$ cat config.mk
export PLATFORM = sky130hd
export DESIGN_NAME = fetch_ctrl
export DESIGN_NICKNAME = d
export VERILOG_FILES = /design/src/rtl/fetch_ctrl.sv
export SDC_FILE = /design/constraint.sdc
export NUM_CORES = 1
export LEC_CHECK = 0
export BUFFER_PORTS_ARGS = -buffer_cell sky130_fd_sc_hd__buf_2
export CAP_MARGIN = 30
export CORE_ASPECT_RATIO = 1.75
export CORE_MARGIN = 3
export CORE_UTILIZATION = 52
export CTS_BUF_LIST = sky130_fd_sc_hd__clkbuf_2 sky130_fd_sc_hd__clkbuf_4 sky130_fd_sc_hd__clkbuf_8
export CTS_CLUSTER_SIZE = 14
export DETAILED_ROUTE_END_ITERATION = 16
export PLACE_DENSITY = 0.77
export SLEW_MARGIN = 5
export SYNTH_ARGS = -nofsm -noshare
export SYNTH_HDL_FRONTEND = slang
export SYNTH_SLANG_ARGS = --single-unit
export TNS_END_PERCENT = 1
$ cat constraint.sdc
create_clock -name clk -period 2.8 [get_ports clk]
set_input_delay 0.56 -clock clk [delete_from_list [all_inputs] [get_ports clk]]
set_output_delay 0.56 -clock clk [all_outputs]
set_load 0.03 [all_outputs]
$ cat src/rtl/fetch_ctrl.sv
// fetch_ctrl: IF-stage sequencer for the 5-stage RV32 pipeline.
// Owns the PC, runs the instruction-memory req/ready handshake, loads the
// IF/ID register and applies M-stage redirects and ID back-pressure.
module fetch_ctrl #(
  parameter int              XLEN      = 32,
  parameter logic [XLEN-1:0] RESET_PC  = '0,
  parameter logic [31:0]     NOP_INSTR = 32'h0000_0013
) (
  input  logic            clk,
  input  logic            reset,
  input  logic [XLEN-1:0] PCPlusImmM,
  input  logic [XLEN-1:0] ALUOutM,
  input  logic            BranchM,
  input  logic            JtypeM,
  input  logic            StallD,
  output logic            imem_req,
  output logic [XLEN-1:0] imem_addr,
  input  logic            imem_ready,
  input  logic [31:0]     imem_rdata,
  output logic [XLEN-1:0] PCD,
  output logic [31:0]     InstrD,
  output logic            ValidD,
  output logic            FlushE
);

  typedef enum logic [1:0] {
    S_FETCH = 2'd0,  // request outstanding at pc_q
    S_HOLD  = 2'd1,  // fetched word parked in the skid buffer, ID stalled
    S_DRAIN = 2'd2   // redirect arrived mid-request; wait out the old response
  } state_t;

  localparam logic [XLEN-1:0] ALIGN_MASK = XLEN'(3);
  localparam logic [XLEN-1:0] PC_STEP    = XLEN'(4);

  state_t          state_q;
  logic [XLEN-1:0] pc_q;
  logic [XLEN-1:0] pend_target_q;
  logic [XLEN-1:0] skid_pc_q;
  logic [31:0]     skid_instr_q;
  logic [XLEN-1:0] pcd_q;
  logic [31:0]     instrd_q;
  logic            validd_q;

  logic            redirect;
  logic [XLEN-1:0] target;
  logic            fetch_valid_d;
  logic [XLEN-1:0] fetch_pc_d;
  logic [31:0]     fetch_instr_d;

  // Redirect decode: JALR target wins over branch/JAL target, always word aligned.
  always_comb begin
    redirect = BranchM | JtypeM;
    target   = (JtypeM ? ALUOutM : PCPlusImmM) & ~ALIGN_MASK;
  end

  // Instruction offered to IF/ID this cycle (only taken when ID is not stalled).
  always_comb begin
    fetch_valid_d = 1'b0;
    fetch_pc_d    = pc_q;
    fetch_instr_d = imem_rdata;
    case (state_q)
      S_FETCH: fetch_valid_d = imem_ready & ~redirect & ~StallD;
      S_HOLD: begin
        fetch_valid_d = ~redirect & ~StallD;
        fetch_pc_d    = skid_pc_q;
        fetch_instr_d = skid_instr_q;
      end
      default: fetch_valid_d = 1'b0;
    endcase
  end

  // Fetch FSM: PC, skid buffer and pending redirect target.
  always_ff @(posedge clk) begin
    if (!reset) begin
      state_q       <= S_FETCH;
      pc_q          <= RESET_PC;
      pend_target_q <= '0;
      skid_pc_q     <= '0;
      skid_instr_q  <= NOP_INSTR;
    end else begin
      case (state_q)
        S_FETCH: begin
          if (redirect) begin
            if (imem_ready) begin
              pc_q <= target;
            end else begin
              // the in-flight request cannot be withdrawn, so finish it first
              pend_target_q <= target;
              state_q       <= S_DRAIN;
            end
          end else if (imem_ready) begin
            pc_q <= pc_q + PC_STEP;
            if (StallD) begin
              skid_pc_q    <= pc_q;
              skid_instr_q <= imem_rdata;
              state_q      <= S_HOLD;
            end
          end
        end
        S_HOLD: begin
          if (redirect) begin
            pc_q    <= target;
            state_q <= S_FETCH;
          end else if (!StallD) begin
            state_q <= S_FETCH;
          end
        end
        S_DRAIN: begin
          if (redirect) begin
            pend_target_q <= target;
          end
          if (imem_ready) begin
            // the newest redirect seen so far is the one that counts
            pc_q    <= redirect ? target : pend_target_q;
            state_q <= S_FETCH;
          end
        end
        default: state_q <= S_FETCH;
      endcase
    end
  end

  // IF/ID register: squash on redirect, hold on stall, otherwise load or bubble.
  always_ff @(posedge clk) begin
    if (!reset) begin
      pcd_q    <= '0;
      instrd_q <= NOP_INSTR;
      validd_q <= 1'b0;
    end else if (redirect) begin
      instrd_q <= NOP_INSTR;
      validd_q <= 1'b0;
    end else if (!StallD) begin
      if (fetch_valid_d) begin
        pcd_q    <= fetch_pc_d;
        instrd_q <= fetch_instr_d;
        validd_q <= 1'b1;
      end else begin
        instrd_q <= NOP_INSTR;
        validd_q <= 1'b0;
      end
    end
  end

  assign imem_req  = reset & (state_q != S_HOLD);
  assign imem_addr = pc_q;
  assign FlushE    = reset & redirect;
  assign PCD       = pcd_q;
  assign InstrD    = instrd_q;
  assign ValidD    = validd_q;

endmodule

# --- Word-level counts from Yosys, hierarchy flattened ---
# Cells that the tools add are included.
totals:
  input_bits: 102
  ramBits: 0
  latchBits: 0
  mem_count: 0
  regBits: 195
  word_cells: 63
  rom_bits: 0
op_classes:
  reduce_logical: 9
  n_div: 0
  eq_ne: 12
  addsub: 1
  mux: 24
  multipliers: 0
  bitwise: 9
  shifts: 0
  magnitude_cmp: 0
ops:
  columns: ["op", "n"]
  rows:
  - ["$mux 32", 12]
  - ["$pmux 32 s3", 1]
  - ["$pmux 32 s2", 1]
  - ["$add 32x3->32 const B", 1]
  - ["$mux 2", 7]
  - ["$ne 3x3->1 const B", 4]
  - ["$ne 2x2->1 const B", 5]
  - ["$reduce_and 4->1", 2]
  - ["$pmux 2 s3", 1]
  - ["$reduce_and 3->1", 2]
  - ["$and 1x1->1", 5]
  - ["$reduce_and 5->1", 1]
  - ["$not 1->1", 3]
  - ["$reduce_bool 3->1", 1]
  - ["$eq 2x1->1 const B", 1]
  - ["$eq 2x2->1 const B", 1]
  - ["$logic_not 2->1", 1]
  - ["$ne 2x1->1 const B", 1]
  - ["$pmux 1 s2", 1]
  - ["$reduce_bool 2->1", 1]
  - ["$reduce_or 2->1", 1]
  - ["$mux 1", 1]
  - ["$or 1x1->1", 1]

# --- Depth between registers and ports, before layout ---
# Gate-level depths: netlist (run 1).
depth:
  ltp_word: 6
  mapped_depth: 10
  ltp_nobuf: 7

# --- Worst setup path before layout (run 1) ---
# Ideal clock, no wire load.
synth_timing:
  path_kind: "input port to output port"
  start: "input port reset"
  end: "output port FlushE"
  path_slack_ps: 529
  path_stages: 5
  t_arrival_ps: 1711
  required_ps: 2240
  cell_sequence: "clkbuf_1 > inv_1 > clkbuf_1 > buf_1 > nor2_1"
synth_between:
  elab_chain_len: 1
synth_lines:
  columns: ["item", "line_no", "rtl"]
  rows:
  - ["from (decl)", "10", "input logic reset,"]
  - ["$and 1x1->1", "146", "assign FlushE = reset & redirect;"]
  - ["to (decl)", "23", "output logic FlushE"]
# No other way between the ends.

# --- Final worst setup path (run 1) ---
layout_timing:
  start: "register state_q[0]"
  end: "output port imem_req"
layout_between:
  elab_chain_len: 2
layout_lines:
  columns: ["item", "line_no", "rtl"]
  rows:
  - ["from (decl)", "35", "state_t state_q;"]
  - ["from (signal assigned)", "75", "state_q <= S_FETCH;"]
  - ["from (signal assigned)", "89", "state_q <= S_DRAIN;"]
  - ["from (signal assigned)", "96", "state_q <= S_HOLD;"]
  - ["$ne 2x1->1", "144", "assign imem_req = reset & (state_q != S_HOLD);"]
  - ["$and 1x1->1", "144", null]
  - ["to (decl)", "16", "output logic imem_req,"]
# No other way between the ends.

==> metrics.cfg, run 1 <==
[outcome]
status = completed

[hold_path]
hp-class = in -> reg
min_path_cells = 3

[logic_synthesis]
syn_inst = 1172
synthArstFlopShare_pct = 0
synth_most_common_cell = dfxtp_1
yosys_warnings = 0
synth_ff_type = dfxtp_1
yosysTopAreaCellShare_pct = 40.19
ys_types = 73
avgSynthCellArea_um2 = 8.289
synth_edf_count = 0
synth_seq_cells = 195
yosysSeqAreaShare_pct = 40.19
synth_commonest_cells = dfxtp_1, nand2_1, nor2_1
synthTopCellsByArea = dfxtp_1, nand2_1, mux2i_1, a21oi_1, nor2_1
syn_area_um2 = 9714
syn_nets = 1279
yosysTopAreaCell = dfxtp_1

[die]
num_io_pins = 201
die_y_um = 186.8
rows = 65
start_util_pct = 53.32
die_x_um = 109.3
core_um2 = 18220
die_area_um2 = 20420

[clocking]
clkLatencyLatePin_ps = 480
ctsHoldBuffers = 0
cts.clk_slew.worst_paths_ps = 110
htreeDepth = 4
cts-resized-gates = 0
clockBufferDepth = 2
cts_root_buffer = clkbuf_8
cts_buffers = 17
cts_tree = yes
clock_sinks = 195
cts_setup_buffers = 0

[global_routing]
grt_pass1_vias = 9106
track_usage_pct = 29.19
antenna_found_initial = 0
grt_max_degree = 98
grt_pass1_wl_um = 47220
overflow = 0

[route]
drt_iter0_drc = 584
vias = 9399
wl_per_cell_um = 18.89
drc = 0
vias_per_cell = 5.937
drt_wl_total_um = 29900
drt_first_pass_iters = 5
ant_nets = 0

[timing]
clock_skew_ps = 18.79
period_share_pct = 90.43
final_hold_viol_count = 0
setup_viol = 0
drv_slew = 0
rsz0062_at_grt = false
timing.fmax_ghz = 0.3949
slew_headroom_pct = 49.59
finalSetupTns_ps = 0
post-route-min-period_ps = 2532
tightest_slew_ps = 749.3

[run]
cap_violations = 0

[place]
dp_hpwl_um = 21190
gp_congestion = 0.9582
io_buffer_count = 196

[worst_setup_path]
critPathLaunchType = flip-flop
critPathRequiredTime_ps = 2240
crit_path_end_kind = output pin
r2r_slack_ps = 320
critPathKind = reg -> out
reg2regPathDepth = 7
arrival_ps = 1970
crit_path_end = imem_req
r2r_start = state_q[0]
timing.rr.end = imem_addr[17]
crit_fanout = 84
cp-startpoint = state_q[0]

[layout]
final_util_pct = 62.46
antenna_cells = 0
drive_gt1_share_pct = 25.50
fin_nets = 1443
area_growth_pct = 17.13

[pwr]
netSwitchingPower_mw = 2.501
power_mw = 6.902
power_leakage_nw = 4.429
vdd_drop_max_mv = 0.3621
swShare_pct = 36.23
p_comb_share_pct = 27.3
p_int_mw = 4.401
seqPwrFrac_pct = 45.5
pwr_density_cell_nw_per_um2 = 606.6
p_clk_share_pct = 27.2

[layout make-up]
class                           instances  area [um2]
Clock buffer                           17       234.0
Clock inverter                         15       168.9
Fill cell                            1684        6839
Inverter                               17       66.31
Multi-Input combinational cell        854        5231
Sequential cell                       195        3904
Tap cell                              234       292.8
Timing Repair Buffer                  251        1481
[per-layer routing]
metal,up-vias,track usage [%],wire [um]
li1,4514,-,-
met1,4447,32.12,10880
met2,341,50.31,15430
met3,97,5.458,1662
met4,0,18.19,1920
met5,-,0,0
[kinds of logic (layout without fill, tap and decap cells)]
kind of cell | count (synthesis) | in the layout | share of synthesized area [%]
AND/OR/NAND/NOR | 409 | 409 | 19.18
AO/OA/AOI/OAI | 329 | 329 | 21.97
flip-flops | 195 | 195 | 40.19
buffers and inverters | 123 | 300 | 6.208
multiplexers | 103 | 103 | 11.09
XOR/XNOR | 8 | 8 | 0.7213
adder cells (fa/ha/maj) | 5 | 5 | 0.6440
[critical path, cell delays in order, from the launching register on]
cell and delay [ps]:
dfxtp_1 520, ha_4 210, buf_12 400, nor2_1 110, buf_2 200
[flip-flops by register name (all words and copies together), names as in the netlist]
| register | cells |
|---|---|
| state_q | 2 |
| PCD | 32 |
| pend_target_q | 32 |
| skid_pc_q | 32 |
| skid_instr_q | 32 |
| InstrD | 32 |
| ValidD | 1 |
| imem_addr | 32 |
[power by group through the flow]
| stage | registers, mW | clock network, mW | logic, mW |
|---|---|---|---|
| floorplan | 3.35 | 0 | 1.04 |
| global placement | 3.19 | 0 | 1.83 |
| detailed placement | 3.20 | 0 | 1.86 |
| CTS | 3.14 | 1.92 | 1.87 |
| global route | 3.17 | 2.02 | 2.02 |
| finish | 3.14 | 1.88 | 1.88 |
[metrics by stage]
stage	setup slack (ps)	std cells	hold WS (ps)	instance area, um2
floorplan	528.9	1172	432.9	9714
CTS	271.7	1583	289.7	11380
global placement	364.5	1551	438.3	10980
global route	188.5	1583	296.7	11380
finish	268.0	1583	311.7	11380
detailed placement	337.1	1551	446.6	10980
[worst min-delay path by stage]
stage / from / to / slack (ps)
floorplan: skid_instr_q[10] / skid_instr_q[10] / 430
global placement: skid_instr_q[7] / skid_instr_q[7] / 440
detailed placement: skid_instr_q[2] / skid_instr_q[2] / 450
CTS: imem_rdata[19] / skid_instr_q[19] / 290
global route: imem_rdata[28] / skid_instr_q[28] / 300
finish: imem_rdata[23] / skid_instr_q[23] / 310
[layout by cell type (no fill, tap or decap), types with 7 or more instances in the layout]
master | Yosys | final
a211oi_1 | 56 | 56
a21oi_1 | 99 | 99
a221oi_1 | 7 | 7
a22oi_1 | 45 | 45
a31oi_1 | 7 | 7
and3_1 | 9 | 9
buf_12 | 0 | 7
buf_2 | 34 | 196
buf_4 | 8 | 48
clkbuf_8 | 0 | 17
dfxtp_1 | 195 | 195
inv_1 | 16 | 15
mux2_2 | 37 | 37
mux2i_1 | 66 | 66
nand2_1 | 178 | 178
nand2b_1 | 9 | 9
nand3_1 | 27 | 27
nand4_1 | 7 | 7
nor2_1 | 127 | 127
nor3_1 | 12 | 12
nor4_1 | 8 | 8
o211ai_1 | 9 | 9
o21ai_0 | 60 | 60
No activity file was read; power rests on OpenSTA's default activity.
==> run 2, diff against run 1 <==
--- a/config.mk
+++ b/config.mk
@@ -14,6 +14,7 @@
 export CTS_CLUSTER_SIZE = 14
 export DETAILED_ROUTE_END_ITERATION = 16
 export PLACE_DENSITY = 0.77
+export RECOVER_POWER = 100
 export SLEW_MARGIN = 5
 export SYNTH_ARGS = -nofsm -noshare
 export SYNTH_HDL_FRONTEND = slang
==> run 2 against run 1 <==
Clock power is essentially flat. Power is 0.58% lower. Utilization fell by 1.0 points. Final cell count unchanged. Die area unchanged. Hold slack worse by 2.9 ps. Via count rose by 0.11%. Clock-buffer cell count unchanged. Highest routed layer unchanged.
==> metrics.cfg, run 2 (synthesized netlist as in run 1, its figures left out) <==
[global_routing]
grt_pass1_vias = 9106
overflow = 0
antenna_found_initial = 0
track_usage_pct = 29.19
grt_max_degree = 98
grt_pass1_wl_um = 47220

[layout]
layout_commonest_cell = dfxtp_1
antenna_cells = 0
layout_common_cells = dfxtp_1, nand2_1, nor2_1
drive_gt1_share_pct = 17.79
design_area_um2 = 11200
fin_nets = 1443
area_growth_pct = 15.26
final_util_pct = 61.46

[clocking]
cts_buffers = 17
htreeDepth = 4
cts_setup_buffers = 0
cts_root_buffer = clkbuf_8
cts_tree = yes
cts.clk_slew.worst_paths_ps = 110
clockBufferDepth = 2
cts-resized-gates = 0
clock_sinks = 195
clkLatencyLatePin_ps = 490
ctsHoldBuffers = 0

[place]
dp_hpwl_um = 21190
placed_area_um2 = 10980
dp_slack_ps = 337.1
gp_congestion = 0.9582
io_buffer_count = 196

[worst_setup_path]
arrival_ps = 2030
critPathLaunchType = flip-flop
critPathRequiredTime_ps = 2240
crit_fanout = 84
crit_path_end_kind = output pin
critPathKind = reg -> out

[timing]
post-route-min-period_ps = 2590
drv_slew = 0
clock_skew_ps = 21.08
timing.fmax_ghz = 0.3862
setup_viol = 0
tightest_slew_ps = 725.7
layout_setup_ws_ps = 210.5
slew_headroom_pct = 51.62
period_share_pct = 92.48
rsz0062_at_grt = false
final_hold_viol_count = 0
finalSetupTns_ps = 0

[die]
die_y_um = 186.8
start_util_pct = 53.32
die_area_um2 = 20420
rows = 65
core_um2 = 18220
die_x_um = 109.3
num_io_pins = 201

[route]
drt_wl_total_um = 29950
wl_per_cell_um = 18.92
vias = 9409
drt_iter0_drc = 553
ant_nets = 0
drt_first_pass_iters = 5
vias_per_cell = 5.944
drc = 0

[pwr]
vdd_drop_max_mv = 0.3621
pwr_density_cell_nw_per_um2 = 612.9
power_leakage_nw = 4.020

[hold_path]
hp-class = in -> reg

[outcome]
status = completed

[run]
cap_violations = 0

run 2: cell types whose count changed in the layout (fill, tap and decap cells not counted), moves of 6 or more:
cell	delta
clkbuf_2	+6
buf_2	-98
buf_4	-6
clkbuf_1	+98
run 2: critical path, stage by stage (launching register included):
cell and delay, ps:
dfxtp_1 470, ha_1 280, buf_12 430, nor2_1 120, clkbuf_2 200
run 2: metrics by stage:
stage                     hold WS (ps)  instances  total power, mW
after detailed placement         446.6       1551            5.058
after CTS                        289.7       1583            6.922
after global routing             296.7       1583            7.166
after global placement           438.3       1551            5.025
final                            308.7       1583            6.862
after floorplan                  432.9       1172            4.395
run 2: area by class of cell:
type	count	area, um2
multi-input combinational	854	5187
tap	234	292.8
clock inverter	15	168.9
clock buffer	17	234.0
fill	1737	7020
sequential	195	3904
inverter	17	66.31
timing repair buffer	251	1344
run 2: layer usage:
layer / routed length (um) / up-vias / track usage [%]
met5: 0 / - / 0
met4: 1915 / 0 / 18.19
met3: 1714 / 95 / 5.458
met2: 15450 / 371 / 50.31
met1: 10870 / 4431 / 32.12
li1: - / 4512 / -
run 2: worst paths after layout:
path,slack (ps),endpoint,from,depth (start not counted)
setup reg to reg,270,imem_addr[21],state_q[0],9
hold / removal,310,skid_instr_q[1],imem_rdata[1],3
setup / recovery,210,imem_req,state_q[0],4
hold reg to reg,460,skid_instr_q[16],skid_instr_q[16],2
run 2: power breakdown:
group,switching (mW),total (mW),internal [mW]
Sequential,0.181,3.14,2.96
Clock,1.13,1.88,0.747
Combinational,1.18,1.84,0.654
